$ cat src/rtl/msrv32_pkg.sv
`default_nettype none
// ============================================================================
// Module      : msrv32_pkg
// Description : Shared msrv32 core constants and the PC type.
// Revision    : 1.0 - initial release
// ============================================================================
package msrv32_pkg;

  localparam int unsigned XLEN = 32;
  localparam logic [XLEN-1:0] BOOT_ADDRESS = 32'h0000_0000;

  typedef logic [XLEN-1:0] pc_t;

endpackage : msrv32_pkg
`default_nettype wire

$ cat src/rtl/msrv32_reg_block.sv
`default_nettype none
// ============================================================================
// Module      : msrv32_reg_block
// Description : PC register (pipeline stage 1); loads next PC every cycle,
//               synchronous reset loads BOOT_ADDRESS.
// Revision    : 1.0 - initial release
// ============================================================================
module msrv32_reg_block
  import msrv32_pkg::*;
#(
  parameter int unsigned     XLEN         = msrv32_pkg::XLEN,
  parameter logic [XLEN-1:0] BOOT_ADDRESS = msrv32_pkg::BOOT_ADDRESS
) (
  input  wire logic [XLEN-1:0] pc_mux_in,
  input  wire logic            clk_in,
  input  wire logic            rst_in,
  output logic      [XLEN-1:0] pc_out
);

  logic [XLEN-1:0] pc_d;
  logic [XLEN-1:0] pc_q;

  always_comb begin
    pc_d = pc_mux_in;
    if (rst_in) begin
      pc_d = BOOT_ADDRESS;
    end
  end

  always_ff @(posedge clk_in) begin
    pc_q <= pc_d;
  end

  assign pc_out = pc_q;

`ifndef SYNTHESIS
  logic seen_rst_q;

  always_ff @(posedge clk_in) begin
    if (rst_in) begin
      seen_rst_q <= 1'b1;
    end
  end

  a_rst_known : assert property (@(posedge clk_in) !$isunknown(rst_in))
    else $error("rst_in is X/Z");

  a_mux_known : assert property (@(posedge clk_in) !rst_in |-> !$isunknown(pc_mux_in))
    else $warning("pc_mux_in is X outside reset");

  a_boot_after_rst : assert property (@(posedge clk_in) $past(rst_in) |-> pc_out == BOOT_ADDRESS)
    else $error("pc_out not BOOT_ADDRESS after reset edge");

  // Before the first reset the previous-cycle input may have no history.
  a_follow_mux : assert property (@(posedge clk_in)
                                  ($past(seen_rst_q) && !$past(rst_in)) |-> pc_out == $past(pc_mux_in))
    else $error("pc_out does not match previous pc_mux_in");
`endif

endmodule : msrv32_reg_block
`default_nettype wire

$ cat config.mk
export PLATFORM = sky130hd
export DESIGN_NAME = msrv32_reg_block
export DESIGN_NICKNAME = d
export VERILOG_FILES = /design/src/rtl/msrv32_pkg.sv /design/src/rtl/msrv32_reg_block.sv
export SDC_FILE = /design/constraint.sdc
export NUM_CORES = 1
export LEC_CHECK = 0
export ABC_AREA = 1
export CORE_MARGIN = 3
export CORE_UTILIZATION = 35
export DETAILED_ROUTE_END_ITERATION = 16
export PLACE_DENSITY = 0.8
export SETUP_SLACK_MARGIN = 0.05
export SLEW_MARGIN = 10
export SYNTH_ARGS = -nofsm -noshare
export SYNTH_HDL_FRONTEND = slang
export SYNTH_SLANG_ARGS = --single-unit
$ cat constraint.sdc
create_clock -name clk_in -period 1.3 [get_ports clk_in]
set_clock_uncertainty 0.2 [all_clocks]
set_input_delay 0.26 -clock clk_in [delete_from_list [all_inputs] [get_ports clk_in]]
set_output_delay 0.26 -clock clk_in [all_outputs]
set_load 0.01 [all_outputs]
Yosys cells after proc, flatten, opt, wreduce, memory -nomap -nowiden
Index checks and enable logic that the tools add are counted.
{"block": "totals", "ff_bits": 32, "input_bits": 34, "out_inout_bits": 32, "elab_cells": 1}

Logic depth before layout (Yosys ltp)
Gate-level depths: netlist of the first run.
{"block": "logic_depth", "depth_word": 0, "mapped_depth": 2, "mapped_depth_nobuf": 2}

Least setup slack after synthesis of the first run
Ideal clock, no wire load.
{"block": "synth_path", "path_kind": "register -> output", "start": "reg pc_q[0] (netlist: pc_out[0])", "end": "out pc_out[0]", "arrival_time_ns": 0.331, "required_ns": 0.840, "setup_slack_ns": 0.509, "stages_incl_launch_ff": 1, "cell_sequence": "dfxtp_1"}
{"item": "start: declaration", "line_no": "msrv32_reg_block.sv:21", "rtl": "logic [XLEN-1:0] pc_q;"}
{"item": "start signal: assignment", "line_no": "msrv32_reg_block.sv:31", "rtl": "pc_q <= pc_d;"}
{"item": "end: declaration", "line_no": "msrv32_reg_block.sv:17", "rtl": "output logic [XLEN-1:0] pc_out"}
No word-level cell between the ends.

Final worst setup path of the first run
{"block": "layout_path", "start": "reg pc_q[28] (netlist: pc_out[28])", "end": "out pc_out[28]"}
No word-level cell between the ends.

==> results of run 1 <==
==> power groups by stage <==
stage                     logic, mW  registers, mW  clock network (mW)
after floorplan              0.0545           1.10                   0
after global placement        0.289           1.07                   0
after detailed placement      0.296           1.07                   0
after CTS                     0.248           1.05               0.585
after global routing          0.300           1.06               0.627
final                         0.278           1.06               0.563
==> metal layers <==
layer,track usage (%),vias to the layer above,wire length [um],part of all wire (%)
met5,0,-,0,0
met4,6.954,0,50,2.2
met3,7.919,5,259,11
met2,27.08,41,1289,57
met1,12.22,350,667,29
li1,-,404,-,-
==> cell usage after synthesis (all sizes together) <==
| master | instances |
|---|---|
| buf | 3 |
| dfxtp | 32 |
| inv | 32 |
| nor2 | 32 |
==> cells in the final DEF (no fill, tap or decap), drive strengths merged <==
| cell type | netlist | routed |
|---|---|---|
| dfxtp | 32 | 32 |
| inv | 32 | 32 |
| clkdlybuf4s50 | 0 | 33 |
| buf | 3 | 33 |
| nor2 | 32 | 32 |
| clkbuf | 0 | 6 |
| clkinv | 0 | 2 |
==> path summary, 6_finish.rpt <==
check,start,to,slack [ns],depth (start not counted)
hold / removal,pc_mux_in[28],pc_out[28],0.24,3
setup / recovery,pc_out[28],pc_out[28],0.08,1
==> layout make-up <==
type                            count  area, um2
Fill cell                         199      709.4
Inverter                           32      120.1
Timing Repair Buffer               66      629.4
Sequential cell                    32      664.4
Multi-Input combinational cell     32      120.1
Clock inverter                      2      10.01
Tap cell                           28      35.03
Clock buffer                        6      51.30
==> cells by family (layout without fill, tap and decap cells) <==
logic type,after synthesis,in the layout,share of synthesized area [%]
AND/OR/NAND/NOR,32,32,13.13
flip-flops,32,32,70.04
buffers and inverters,35,106,16.83
==> impl_metrics.env, run 1 <==
export IMPL_internal_power_mw=1.474
export IMPL_p_sw_mw=0.4256
export IMPL_final_antenna_net_count=0
export IMPL_synth_nets=133
export IMPL_drt_iter0_markers=10
export IMPL_crit_family="flip-flops"
export IMPL_placementRows=17
export IMPL_cts_tree="yes"
export IMPL_post_cts_resized=131
export IMPL_cp_cell_sequence="buf_6"
export IMPL_path_max_fanout=1
export IMPL_grt_max_degree=33
export IMPL_ir_worst_vdd_v=0.0009367
export IMPL_dr_pass1_iters=2
export IMPL_post_drt_wl_per_cell_um=11.45
export IMPL_p_sw_share_pct=22.41
export IMPL_synth_area_per_cell_um2=9.239
export IMPL_grt_pass1_wl_um=3470
export IMPL_p_seq_share_pct=55.7
export IMPL_syn_cell_area_um2=914.6
export IMPL_vias=800
export IMPL_antenna_found_initial=0
export IMPL_critPathBufInv=1
export IMPL_htreeDepth=2
export IMPL_ys_warn_count=0
export IMPL_power_total_mw=1.899
export IMPL_synth_seq_area_share_pct=70.04
export IMPL_final_period_utilization_pct=94.05
export IMPL_final_cell_area_um2=1630
export IMPL_drive_above_1_share_pct=35.29
export IMPL_fin_ws_ns=0.07734
export IMPL_end_kind="primary output"
export IMPL_worstMarginPinSlew_ns=0.1324
export IMPL_worstPathArrival_ns=0.76
export IMPL_place_inst=190
export IMPL_finalSetupViolCount=0
export IMPL_die_h_um=57.12
export IMPL_grt_overflow_total=0
export IMPL_nNetsFinal=203
export IMPL_status="finished clean"
export IMPL_drv_slew=0
export IMPL_initial_core_util_pct=39.09
export IMPL_root_buffer="clkbuf_4"
export IMPL_synth_top_area_share_pct=70.04
export IMPL_synth_distinct_cells=4
export IMPL_crit_slowest_cell="dfxtp_2"
export IMPL_hpwl_um=1761
export IMPL_crit_required_ns=0.84
export IMPL_n_antenna_cell=0
export IMPL_finalHoldViolCount=0
export IMPL_core_region_area_um2=2340
export IMPL_slew_headroom_pct=91.17
export IMPL_viasPerCell=4.040
export IMPL_hold_class="input port to register"
export IMPL_leakagePower_nw=0.8597
export IMPL_route_detailed_drc=0
export IMPL_power_density_nw_per_um2=1165
export IMPL_cts_setup_buffers=0
export IMPL_syn_instance_count=99
export IMPL_grt_pass1_vias=766
export IMPL_fin_crit_ns=1.223
export IMPL_crit_type="register to primary output"
export IMPL_synth_largest_area_cell="dfxtp_1"
export IMPL_max_freq_mhz=817.9
export IMPL_cts_sinks=32
export IMPL_largest_reg_flops=32
export IMPL_clockPowerShare_pct=29.6
export IMPL_cts_buffers=5
export IMPL_dpl_cell_area_um2=1587
export IMPL_place_ws_ns=-0.04762
export IMPL_grt_setup_unrepaired="yes"
export IMPL_tns_ns=0
export IMPL_max_cap_viol_count=0
export IMPL_worst_hold_slack_ns=0.2388
export IMPL_clkTransAtPathRegs_ns=0.09
export IMPL_final_cells=198
export IMPL_cts_hold_buf=0
export IMPL_die_area_um2=3263
export IMPL_gp_congestion=0.6948
export IMPL_die_x_um=57.12
export IMPL_clock_path_buffers=2
export IMPL_wl_um=2267
export IMPL_area_delta_synth_final_pct=78.25
export IMPL_combPwrFrac_pct=14.6
export IMPL_ys_ff_latch=32
export IMPL_gr_usage_all_layers_pct=14.49
export IMPL_post_route_util_pct=69.68
export IMPL_port_buffers=65
export IMPL_critPathMaxStageDelay_ns=0.33
export IMPL_ios=66
export IMPL_ys_top_cells_by_area="dfxtp_1 70%, inv_1 13%, nor2_1 13%"
export IMPL_cp_start_kind="register"
No activity file was read; power rests on OpenSTA's default activity.
==> run 2, diff against run 1 <==
GPL_ROUTABILITY_DRIVEN = 1   (was default)
==> results of run 2 <==
No change in the layout: final DEF, timing and power equal those of run 1.
==> run 3, diff against run 2 <==
PLACE_DENSITY = 0.85   (was 0.8)
SKIP_LAST_GASP = 1   (was default)
==> run 3 against run 2 <==
Count of clock-buffer cells in the layout up 2; routed wire length down 3.4%; setup slack improved by 0.011 ns; critical path depth is the same; cell count unchanged; fmax up 0.92%; core utilization down 3.3 points; power down 2.3%; first-iteration DRC count shrank 40%; sequential cell count is the same.
==> impl_metrics.env, run 3 (synthesized netlist as in run 1, its figures left out) <==
export IMPL_p_sw_share_pct=21.18
export IMPL_crit_required_ns=0.84
export IMPL_initial_core_util_pct=39.09
export IMPL_critPathBufInv=1
export IMPL_end_kind="primary output"
export IMPL_leakagePower_nw=0.8385
export IMPL_cp_cell_sequence="buf_6"
export IMPL_final_cells=198
export IMPL_worst_hold_slack_ns=0.2508
export IMPL_internal_power_mw=1.462
export IMPL_grt_setup_unrepaired="yes"
export IMPL_final_common_cell="clkdlybuf4s50_1"
export IMPL_critPathMaxStageDelay_ns=0.33
export IMPL_die_h_um=57.12
export IMPL_cp_start_kind="register"
export IMPL_crit_slowest_cell="dfxtp_2"
export IMPL_area_delta_synth_final_pct=69.90
export IMPL_viasPerCell=3.939
export IMPL_grt_pass1_vias=766
export IMPL_clkTransAtPathRegs_ns=0.09
export IMPL_cts_hold_buf=0
export IMPL_grt_max_degree=33
export IMPL_worstMarginPinSlew_ns=0.1333
export IMPL_fin_crit_ns=1.212
export IMPL_dr_pass1_iters=2
export IMPL_fin_ws_ns=0.08850
export IMPL_die_x_um=57.12
export IMPL_power_density_nw_per_um2=1194
export IMPL_root_buffer="clkbuf_4"
export IMPL_path_max_fanout=1
export IMPL_finalSetupViolCount=0
export IMPL_clock_path_buffers=2
export IMPL_htreeDepth=2
export IMPL_port_buffers=65
export IMPL_cts_sinks=32
export IMPL_final_period_utilization_pct=93.19
export IMPL_gp_congestion=0.7336
export IMPL_drv_slew=0
export IMPL_drt_iter0_markers=6
export IMPL_vias=780
export IMPL_antenna_found_initial=0
export IMPL_cts_tree="yes"
export IMPL_p_sw_mw=0.3929
export IMPL_die_area_um2=3263
export IMPL_route_detailed_drc=0
export IMPL_max_cap_viol_count=0
export IMPL_wl_um=2189
export IMPL_combPwrFrac_pct=13.9
export IMPL_drive_above_1_share_pct=28.82
export IMPL_max_freq_mhz=825.4
export IMPL_post_route_util_pct=66.42
export IMPL_final_antenna_net_count=0
export IMPL_grt_overflow_total=0
export IMPL_final_cell_mix="33 x clkdlybuf4s50_1, 32 x inv_1, 32 x nor2_1"
export IMPL_gr_usage_all_layers_pct=14.19
export IMPL_placementRows=17
export IMPL_status="finished clean"
export IMPL_hpwl_um=1726
export IMPL_grt_pass1_wl_um=3401
export IMPL_worstPathArrival_ns=0.75
export IMPL_nNetsFinal=203
export IMPL_hold_class="input port to register"
export IMPL_cts_buffers=5
export IMPL_finalHoldViolCount=0
export IMPL_largest_reg_flops=32
export IMPL_n_antenna_cell=0
export IMPL_crit_type="register to primary output"
export IMPL_place_ws_ns=-0.07683
export IMPL_nFillCells=203
export IMPL_post_drt_wl_per_cell_um=11.06
export IMPL_crit_family="flip-flops"
export IMPL_slew_headroom_pct=91.08
export IMPL_ios=66
export IMPL_place_inst=190
export IMPL_core_region_area_um2=2340
export IMPL_clockPowerShare_pct=29.5
export IMPL_p_seq_share_pct=56.6
export IMPL_ir_worst_vdd_v=0.0007955
-- run 3: final timing paths --
path | slack (ns) | startpoint | end | cells past startpoint
worst max-delay path | 0.09 | pc_out[22] | pc_out[22] | 1
worst min-delay path | 0.25 | pc_mux_in[23] | pc_out[23] | 3
-- run 3: per-layer routing --
metal  vias up  GRT usage [%]  part of all wire (%)
met4         0          8.940                   2.1
met5         -              0                     0
li1        403              -                     -
met3         4          5.430                   9.0
met2        38          26.43                    55
met1       335          12.57                    34
-- run 3: layout make-up --
cell class                 count  area (um2)  area share [%]
inverter                      32       120.1           7.729
sequential                    32       653.1           42.03
multi-input combinational     32       120.1           7.729
timing repair buffer          66       566.8           36.47
tap                           28       35.03           2.254
clock buffer                   8       58.81           3.784
-- run 3: through the flow --
stage | setup TNS (ns) | area (um2) | power [mW]
floorplan | 0 | 914.6 | 1.151
CTS | 0 | 1488 | 1.858
global route | 0 | 1554 | 1.951
global placement | -0.8261 | 1587 | 1.355
finish | 0 | 1554 | 1.855
detailed placement | -2.259 | 1587 | 1.363
-- run 3: what timing repair did --
action                                 4_1_cts  5_1_grt
gates resized for setup                    130       17
setup endpoints to repair                   32       13
setup buffers                                0        0
endpoints found under the hold margin        0        0
-- run 3: power by group through the flow --
stage	sequential [mW]	clock [mW]	combinational, mW
finish	1.05	0.547	0.258
global route	1.06	0.613	0.282
CTS	1.04	0.567	0.246
detailed placement	1.07	0	0.295
global placement	1.07	0	0.288
floorplan	1.10	0	0.0545
